===== config.mk =====
export PLATFORM = sky130hd
export DESIGN_NAME = ghost_dir_ctrl
export DESIGN_NICKNAME = d
export VERILOG_FILES = /design/src/rtl/ghost_pkg.sv /design/src/rtl/ghost_lfsr.sv /design/src/rtl/ghost_dir_ctrl.sv
export SDC_FILE = /design/constraint.sdc
export NUM_CORES = 1
export LEC_CHECK = 0
export CORE_ASPECT_RATIO = 0.9
export CORE_MARGIN = 2
export CORE_UTILIZATION = 30
export CTS_BUF_LIST = sky130_fd_sc_hd__clkbuf_4
export CTS_CLUSTER_DIAMETER = 30
export DETAILED_ROUTE_END_ITERATION = 8
export GPL_TIMING_DRIVEN = 1
export SETUP_SLACK_MARGIN = 0.02
export SLEW_MARGIN = 20
export SYNTH_ARGS = -nofsm -noshare
export SYNTH_HDL_FRONTEND = slang
export SYNTH_HIERARCHICAL = 1
export SYNTH_SLANG_ARGS = --single-unit

===== constraint.sdc =====
create_clock -name move_clk -period 4.9 [get_ports move_clk]
set_input_delay 0.98 -clock move_clk [delete_from_list [all_inputs] [get_ports move_clk]]
set_output_delay 0.98 -clock move_clk [all_outputs]
set_load 0.01 [all_outputs]

===== src/rtl/ghost_pkg.sv =====
// ghost_pkg: direction/mode encodings and direction helpers shared by the ghost controller
package ghost_pkg;

  typedef enum logic [1:0] {
    DIR_LEFT  = 2'b00,
    DIR_UP    = 2'b01,
    DIR_RIGHT = 2'b10,
    DIR_DOWN  = 2'b11
  } dir_t;

  typedef enum logic [1:0] {
    MODE_SCATTER = 2'b00,
    MODE_CHASE   = 2'b01,
    MODE_FRIGHT  = 2'b10
  } mode_t;

  // Opposite direction is always the code with bit 1 flipped
  function automatic dir_t reverseDir(input dir_t d);
    return dir_t'(d ^ 2'b10);
  endfunction

endpackage


===== src/rtl/ghost_lfsr.sv =====
// ghost_lfsr: 8-bit Fibonacci LFSR (x^8+x^6+x^5+x^4+1) that advances only on enabled ticks
module ghost_lfsr #(
  parameter logic [7:0] SEED = 8'hA5
) (
  input  logic       move_clk,
  input  logic       reset,
  input  logic       enable,
  output logic [1:0] pick
);

  logic [7:0] state;

  always_ff @(posedge move_clk or posedge reset)
    if (reset) state <= SEED;
    else if (enable) state <= {state[6:0], state[7] ^ state[5] ^ state[4] ^ state[3]};

  assign pick = state[1:0];

endmodule


===== src/rtl/ghost_dir_ctrl.sv =====
// ghost_dir_ctrl: per-ghost SCATTER/CHASE/FRIGHT mode FSM with periodic target-seeking direction choice
module ghost_dir_ctrl
  import ghost_pkg::*;
#(
  parameter logic [10:0] SCATTER_TICKS = 11'd420,
  parameter logic [10:0] CHASE_TICKS   = 11'd1200,
  parameter logic [10:0] FRIGHT_TICKS  = 11'd360,
  parameter logic [3:0]  DECIDE_PERIOD = 4'd8,
  parameter logic [4:0]  SPEED_NORMAL  = 5'd2,
  parameter logic [4:0]  SPEED_FRIGHT  = 5'd1,
  parameter logic [9:0]  CORNER_X      = 10'd0,
  parameter logic [9:0]  CORNER_Y      = 10'd0,
  parameter logic [7:0]  LFSR_SEED     = 8'hA5
) (
  input  logic       move_clk,
  input  logic       reset,
  input  logic       enable,
  input  logic       powerPellet,
  input  logic       ghostEaten,
  input  logic [9:0] pacX,
  input  logic [9:0] pacY,
  input  logic [9:0] ghostX,
  input  logic [9:0] ghostY,
  output logic [1:0] direction,
  output logic [4:0] speed,
  output logic [1:0] mode,
  output logic       frightened
);

  mode_t       modeQ, modeD, savedQ, savedD;
  dir_t        dirQ, dirD, primDir, secDir, trackDir, frightDir, cand;
  logic [10:0] timerQ, timerD, dx, dy, adx, ady;
  logic [9:0]  tx, ty;
  logic [3:0]  cntQ, cntD;
  logic [4:0]  speedQ;
  logic [1:0]  pick;
  logic        frightQ, modeChange, decide, horiz;

  ghost_lfsr #(.SEED(LFSR_SEED)) uLfsr (
    .move_clk(move_clk),
    .reset   (reset),
    .enable  (enable),
    .pick    (pick)
  );

  // Target selection and the two candidate decisions (tracking and frightened)
  always_comb begin
    tx        = modeQ == MODE_SCATTER ? CORNER_X : pacX;
    ty        = modeQ == MODE_SCATTER ? CORNER_Y : pacY;
    dx        = {1'b0, tx} - {1'b0, ghostX};
    dy        = {1'b0, ty} - {1'b0, ghostY};
    adx       = dx[10] ? -dx : dx;
    ady       = dy[10] ? -dy : dy;
    horiz     = adx >= ady;
    primDir   = horiz ? (dx[10] ? DIR_LEFT : DIR_RIGHT) : (dy[10] ? DIR_UP : DIR_DOWN);
    secDir    = horiz ? (dy[10] ? DIR_UP : DIR_DOWN) : (dx[10] ? DIR_LEFT : DIR_RIGHT);
    trackDir  = (~|dx && ~|dy) ? dirQ : primDir == reverseDir(dirQ) ? secDir : primDir;
    cand      = dir_t'(pick);
    frightDir = cand == reverseDir(dirQ) ? dir_t'(cand ^ 2'b01) : cand;
  end

  always_comb begin
    modeD      = modeQ;
    savedD     = savedQ;
    timerD     = timerQ - 11'd1;
    modeChange = 1'b1;
    if (powerPellet) begin
      modeD  = MODE_FRIGHT;
      timerD = FRIGHT_TICKS;
      savedD = modeQ == MODE_FRIGHT ? savedQ : modeQ;
    end else if (ghostEaten && modeQ == MODE_FRIGHT) begin
      modeD  = MODE_CHASE;
      timerD = CHASE_TICKS;
    end else if (timerQ == 11'd0) begin
      modeD  = modeQ == MODE_SCATTER ? MODE_CHASE : modeQ == MODE_CHASE ? MODE_SCATTER : savedQ;
      timerD = modeD == MODE_SCATTER ? SCATTER_TICKS : CHASE_TICKS;
    end else begin
      modeChange = 1'b0;
    end
    decide = !modeChange && cntQ == 4'd0;
    cntD   = (modeChange || decide) ? DECIDE_PERIOD - 4'd1 : cntQ - 4'd1;
    dirD   = modeChange ? reverseDir(dirQ) : !decide ? dirQ : modeQ == MODE_FRIGHT ? frightDir : trackDir;
  end

  always_ff @(posedge move_clk or posedge reset)
    if (reset) begin
      modeQ   <= MODE_SCATTER;
      savedQ  <= MODE_SCATTER;
      timerQ  <= SCATTER_TICKS;
      dirQ    <= DIR_LEFT;
      cntQ    <= DECIDE_PERIOD - 4'd1;
      speedQ  <= SPEED_NORMAL;
      frightQ <= 1'b0;
    end else if (enable) begin
      modeQ   <= modeD;
      savedQ  <= savedD;
      timerQ  <= timerD;
      dirQ    <= dirD;
      cntQ    <= cntD;
      speedQ  <= modeD == MODE_FRIGHT ? SPEED_FRIGHT : SPEED_NORMAL;
      frightQ <= modeD == MODE_FRIGHT;
    end

  assign direction  = dirQ;
  assign speed      = enable ? speedQ : 5'd0;
  assign mode       = modeQ;
  assign frightened = frightQ;

endmodule


==> results of run 1 <==
what timing repair did:
item,CTS,global route
hold buffers,0,0
buffers inserted,1,2
gates cloned,0,0
gates resized for setup,25,30
pin swaps,15,30
endpoints found under the setup margin,2,1
state kept, by name, indices dropped and copies added, names as in the netlist:
name and count:
cntQ 4, direction 2, mode 2, savedQ 2, speedQ 2, timerQ 11, uLfsr/state 8
where the power goes:
part           leakage [nW]  internal [mW]  switching (mW)  total, mW
logic                  1.82          0.549           0.524       1.07
clock network        0.0426          0.105          0.0897      0.195
registers             0.361          0.338          0.0598      0.398
total                  2.22          0.992           0.674       1.67
placed cells by master (no fill, tap or decap), drive strengths merged, types with 7 or more instances in the layout:
cell           count
nor2              43
buf               71
mux2               7
ha                35
dfrtp             19
inv               44
nor2b             20
o31ai              7
dfstp             12
a21oi             35
nand3             10
nand2             33
a31oi              7
o21ai             31
a21o               7
clkdlybuf4s50     47
nor3               9
xnor2             22
xor2              12
kinds of logic after synthesis:
group                    Yosys count  share of synthesized area
AO/OA/AOI/OAI                    128                     0.2389
XOR/XNOR                          34                    0.08360
adder cells (fa/ha/maj)           39                     0.1398
buffers and inverters             61                    0.07376
flip-flops                        31                     0.2220
multiplexers                       8                    0.02494
other                              1                   0.001053
AND/OR/NAND/NOR                  150                     0.2160
worst register-to-register path, cell delays in order, from the launching register on:
cell	delay [ps]
dfrtp_1	410
buf_4	180
nor2_2	150
buf_12	160
nor2b_4	70
fa_1	430
a21oi_2	160
o22ai_1	130
a221o_1	430
a31o_2	300
nor2_2	150
xnor2_1	140
ha_1	290
a21oi_2	140
o211ai_1	110
a21oi_2	170
o21ai_2	110
maj3_2	300
o21a_1	180
a21oi_2	170
a22oi_1	90
o21ai_1	120
area by class of cell:
| type | instances | area [um2] | share of cell area |
|---|---|---|---|
| sequential | 31 | 790.8 | 0.1573 |
| tap | 156 | 195.2 | 0.03883 |
| clock buffer | 5 | 37.54 | 0.007466 |
| timing repair buffer | 122 | 1062 | 0.2113 |
| clock inverter | 3 | 38.79 | 0.007715 |
| multi-input combinational | 362 | 2738 | 0.5446 |
| inverter | 44 | 165.2 | 0.03285 |
metal layers:
layer	track usage	wire length, um	vias to the layer above
li1	-	-	1820
met1	0.1841	4372	1640
met2	0.2512	4339	55
met3	0.01695	222	7
met4	0.03146	60	0
met5	0	0	-
worst max path at each step:
| stage | from | end | slack, ps | cells past startpoint |
|---|---|---|---|---|
| 2_1_floorplan | mode[1] | direction[1] | 120 | 21 |
| 3_3_place_gp | pacX[0] | direction[1] | -620 | 21 |
| 3_5_place_dp | pacX[0] | direction[1] | -830 | 21 |
| 4_1_cts | pacY[0] | direction[1] | 40 | 21 |
| 5_1_grt | ghostX[1] | direction[1] | -9 | 19 |
| 6_report | ghostX[1] | direction[1] | 220 | 19 |
cell usage after synthesis, drive strengths merged, types with 6 or more instances:
| cell | count | area share |
|---|---|---|
| inv | 44 | 0.046 |
| nor2 | 43 | 0.047 |
| a21oi | 35 | 0.051 |
| ha | 35 | 0.12 |
| nand2 | 33 | 0.035 |
| o21ai | 31 | 0.044 |
| xnor2 | 22 | 0.054 |
| nor2b | 20 | 0.035 |
| dfrtp | 19 | 0.13 |
| dfstp | 12 | 0.089 |
| xor2 | 12 | 0.030 |
| buf | 10 | 0.020 |
| nand3 | 10 | 0.014 |
| nor3 | 9 | 0.013 |
| a21o | 7 | 0.015 |
| a31oi | 7 | 0.012 |
| clkbuf | 7 | 0.0074 |
| mux2 | 7 | 0.022 |
| o31ai | 7 | 0.016 |
| nand2b | 6 | 0.013 |
==> summary.txt, run 1 <==
STA
  – WHS: between 400 and 500 ps
  – # setup viols final: 0
  – Slew headroom: 0.4096
  – Slew @ Worst Pin: approximately 880 ps
  – Final period utilization: 0.9559
  – Max Freq: 213.5 MHz
  – Count of pins over their slew limit: 0
  – Final Hold Viols: 0
  – Tmin final: approximately 4700 ps
  – Setup TNS: 0 ps
  – Worst Slack Setup Final: between 200 and 250 ps
  – Clock Skews: between 10 and 15 ps

Logic synthesis
  – Ys async rst share: 1.000
  – Primary FF master, synth: dfrtp_1
  – Area of the mapped netlist: ~3600 um2
  – Seq cells post-synth: 31
  – Post-synth EDFFs: 0
  – Synthesized netlist cell count: approximately 450
  – Synth unique cells: 70
  – Register area share after synthesis: 0.2220
  – Mapped Avg Cell Area: slightly below 8 um2
  – Number of synthesis warnings: 6

Pwr
  – Power per Cell Area: 331.4 nW/um2
  – VDD IR max: 0.0001075 V
  – LEAKAGE: 2.219 nW
  – Total chip power: 1.666 mW

Final layout
  – Antenna Cells: 0
  – Layout cells sized above 1: 0.2751
  – Final net count: around 650
  – Filler cells: between 1000 and 1500
  – Cell Count, Final, Fillers Out: about 720
  – Fin util: 0.4361
  – Design area: 5027 um2
  – Synthesis-to-layout area growth: 41.13%

Worst setup path
  – R2r worst-path depth: 21
  – CP Launch Type: input port
  – CP Data Required Time: between 5000 and 6000 ps
  – Slowest-stage cell, CP: clkdlybuf4s50_1
  – Worst setup EP type: register
  – CP delay by family, top: compound AO/OA/AOI/OAI gates
  – FF-to-FF setup slack: approximately 460 ps
  – Most frequent CP cell: a21oi_2
  – Arr. time, crit path: 4960 ps
  – Critical Path, Cell by Cell: clkdlybuf4s50_1 > inv_1 > fa_1 > a21oi_2 > o22ai_1 > a221o_1 > a31o_2 > nor2_2 > xnor2_1 > ha_1 > a21oi_2 > o211ai_1 > a21oi_2 > o21ai_2 > maj3_2 > o21a_1 > a21oi_2 > a22oi_1 > o21ai_1
  – R2r startpoint: mode[0]
  – CP bufs+invs: 2
  – Crit path kind: input port to register
  – FF-to-FF End: direction[1]
  – CP Max Fanout: 4
  – CP max stage delay: 460 ps

Placement
  – Setup WS pre-CTS: -826.9 ps
  – DP Cell Count: ~700
  – Port-buffer cells: 51
  – GPL Wtd Cong: ~0.8
  – Dpl cell area: roughly 4700 um2
  – Post-DP HPWL: just over 7000 um

Detailed routing
  – Initial drt markers: around 150
  – Via-to-Cell Ratio: a little under 5
  – DR pass1 iterations: 5
  – DRC viols: 0
  – Routed Antenna Nets: 0
  – Vias: roughly 3500
  – Drt total wl: around 9000 um
  – Routed len/inst: roughly 12 um

Worst hold path
  – Hold Path Class: register to register
  – Hold wc startpoint: timerQ[8]
  – Hold Crit Endpoint: timerQ[8]
  – Hold depth: 2

Floorplanning
  – Starting Density: 0.3090
  – Die X: approximately 120 um
  – Die height: 107.4 um
  – Core area: approximately 12000 um2
  – Site row count: 37
  – Die Area: roughly 13000 um2
  – # IOs: 55

Clocking
  – CTS tree: yes
  – CTS Root Cell: clkbuf_4
  – Clock Tree Buf Depth: 2
  – Clock Sinks: 31
  – Clock latency on the worst-skew pair: around 340 ps
  – Reg clk slew, reported paths: between 100 and 150 ps
  – H-tree Lvls: 2
  – Total CTS buffers: 5

Global route
  – Total track usage: 0.1415
  – Vias in the first global route: about 3600
  – Total global routing overflow: 0
  – Largest net degree at the start of global routing: 30
  – First-pass GRT wire length: roughly 15000 um
  – Initial antenna violation count: 0

Outcome
  – Status: completed

Job
  – Maximum Capacitance Violations: 0
(Power assumes the default switching activity.)
==> run 2, diff against run 1 <==
- DONT_BUFFER_PORTS: default -> 1
==> run 2 against run 1 <==
  * Cell count fell by 12%
  * Critical path depth increased by 1
  * Maximum frequency grew 0.17%
  * Critical path type unchanged
  * Critical endpoint unchanged
==> summary.txt, run 2 (synthesized netlist as in run 1, its figures left out) <==
STA
  – # setup viols final: 0
  – Max Freq: ~210 MHz
  – Tmin final: ~4700 ps
  – Final period utilization: 0.9542
  – Count of pins over their slew limit: 0
  – Final Hold Viols: 0
  – Slew @ Worst Pin: 886.4 ps
  – Slew headroom: 0.4084
  – Clock Skews: 6.115 ps
  – WHS: ~470 ps

Final layout
  – Most frequent cells in the layout: 44 x inv_1, 40 x nor2_1, 34 x ha_1
  – Layout cells sized above 1: 0.2004
  – Max reg flops: 11
  – Sequential Area: 790.8 um2
  – Biggest register: timerQ
  – Antenna Cells: 0
  – Most common cell after layout, fill and taps aside: inv_1
  – Cell Count, Final, Fillers Out: between 600 and 700
  – Biggest regs: timerQ: 11 flops, uLfsr/state: 8 flops, cntQ: 4 flops
  – Synthesis-to-layout area growth: 14.75%
  – Design area: ~4000 um2
  – Area of the multi-input gates: 2616 um2
  – Filler cells: 1206
  – Final net count: between 500 and 600

Global route
  – Total track usage: 0.1278
  – Total global routing overflow: 0
  – Vias in the first global route: between 3000 and 4000
  – Largest net degree at the start of global routing: 35
  – First-pass GRT wire length: between 10000 and 15000 um
  – Initial antenna violation count: 1

Floorplanning
  – Die Area: between 10000 and 15000 um2
  – Core area: between 10000 and 15000 um2
  – Site row count: 37
  – Die X: 118.9 um
  – Die height: between 100 and 150 um
  – Starting Density: 0.3090
  – # IOs: 55

Clocking
  – Clock latency on the worst-skew pair: around 320 ps
  – Total CTS buffers: 5
  – Clock Sinks: 31
  – Clock Tree Buf Depth: 2
  – CTS tree: yes
  – CTS Root Cell: clkbuf_4
  – Reg clk slew, reported paths: ~100 ps
  – H-tree Lvls: 2

Worst setup path
  – Arr. time, crit path: around 5000 ps
  – R2r startpoint: mode[0]
  – Worst setup EP type: register
  – FF-to-FF End: direction[1]
  – CP Data Required Time: ~5000 ps
  – CP Launch Type: input port
  – CP Max Fanout: 4
  – R2r worst-path depth: 20
  – FF-to-FF setup slack: around 320 ps
  – Crit path kind: input port to register
  – Worst Setup SP: pacX[0]

Detailed routing
  – Via-to-Cell Ratio: around 5.1
  – DR top layer: met5
  – Initial drt markers: approximately 130
  – M1 WL: ~4000 um
  – Routed Antenna Nets: 0
  – DR pass1 iterations: 4
  – Wire length on met3: approximately 340 um
  – Met2 WL: ~4000 um
  – Routed len/inst: ~13 um
  – DRC viols: 0
  – Drt total wl: ~8400 um
  – Vias: ~3200

Outcome
  – Status: completed

Placement
  – GPL Wtd Cong: about 0.86
  – Port-buffer cells: 0
  – Post-DP HPWL: approximately 6500 um
  – DP Cell Count: ~620
  – Dpl cell area: 3894 um2

Pwr
  – LEAKAGE: 1.795 nW
  – VDD IR max: between 0.00009 and 0.0001 V
  – Power per Cell Area: about 350 nW/um2
  – Total chip power: 1.430 mW

Job
  – Maximum Capacitance Violations: 0

Worst hold path
  – Hold Path Class: input port to asynchronous set/reset pin
## run 2: cell count changes in the layout (fill, tap and decap cells not counted), sizes merged
cell and delta:
bufinv -1, dlygate4sd2 -2, clkinv -1, dlymetal6s2s -2, clkdlybuf4s50 -47, buf -38, clkbuf +3
## run 2: critical path: stages
cell and delay, ps:
o21ai_0 130, ha_2 240, inv_1 70, fa_2 420
inv_1 80, ha_1 190, and4b_1 180, and3_1 170
a311oi_2 50, or2_2 320, or4b_1 520, nor3_2 130
ha_1 260, a21oi_1 160, o21ai_2 100, maj3_1 350
o21ai_1 160, a21oi_2 90, o31ai_2 170, o21ai_1 90
## run 2: layout make-up
| type | instances | area share |
|---|---|---|
| Multi-Input combinational cell | 362 | 0.6400 |
| Sequential cell | 31 | 0.1934 |
| Timing Repair Buffer | 34 | 0.06428 |
| Tap cell | 156 | 0.04775 |
| Inverter | 44 | 0.04040 |
| Clock buffer | 7 | 0.01286 |
| Clock inverter | 1 | 0.001224 |
## run 2: worst max path at each step
stage	to	slack, ps	cells after the start
after floorplan	direction[1]	120	21
after global placement	direction[1]	-110	20
after detailed placement	direction[1]	-210	20
after CTS	direction[1]	130	20
after global routing	direction[1]	-20	22
final	direction[1]	220	20
## run 2: what timing repair did
action / CTS / global route
setup buffers: 0 / 5
hold buffers: 0 / 0
endpoints found under the setup margin: 0 / 1
gates resized for setup: 0 / 21
## run 2: routing by layer
metal | vias to the layer above | global-route usage
met5 | - | 0
met4 | 2 | 0.02976
met3 | 13 | 0.02436
met2 | 63 | 0.2069
met1 | 1519 | 0.1761
li1 | 1646 | -
## run 2: stage by stage
step / worst slack, ps / utilization / setup TNS, ps
final: 224.3 / 0.3546 / 0
after detailed placement: -208.8 / 0.3378 / -208.8
after global placement: -110.8 / 0.3378 / -110.8
after global routing: -20.99 / 0.3546 / -20.99
after CTS: 126.0 / 0.3428 / 0
after floorplan: 119.8 / - / 0
## run 2: report_power, final
part | internal [mW] | total (mW) | switching (mW)
registers | 0.338 | 0.399 | 0.0609
logic | 0.420 | 0.878 | 0.459
clock network | 0.0669 | 0.153 | 0.0857
==> run 3, diff against run 2 <==
- TNS_END_PERCENT: default -> 100
==> results of run 3 <==
Same layout as run 2: the final DEF is identical, and so are final timing and power.
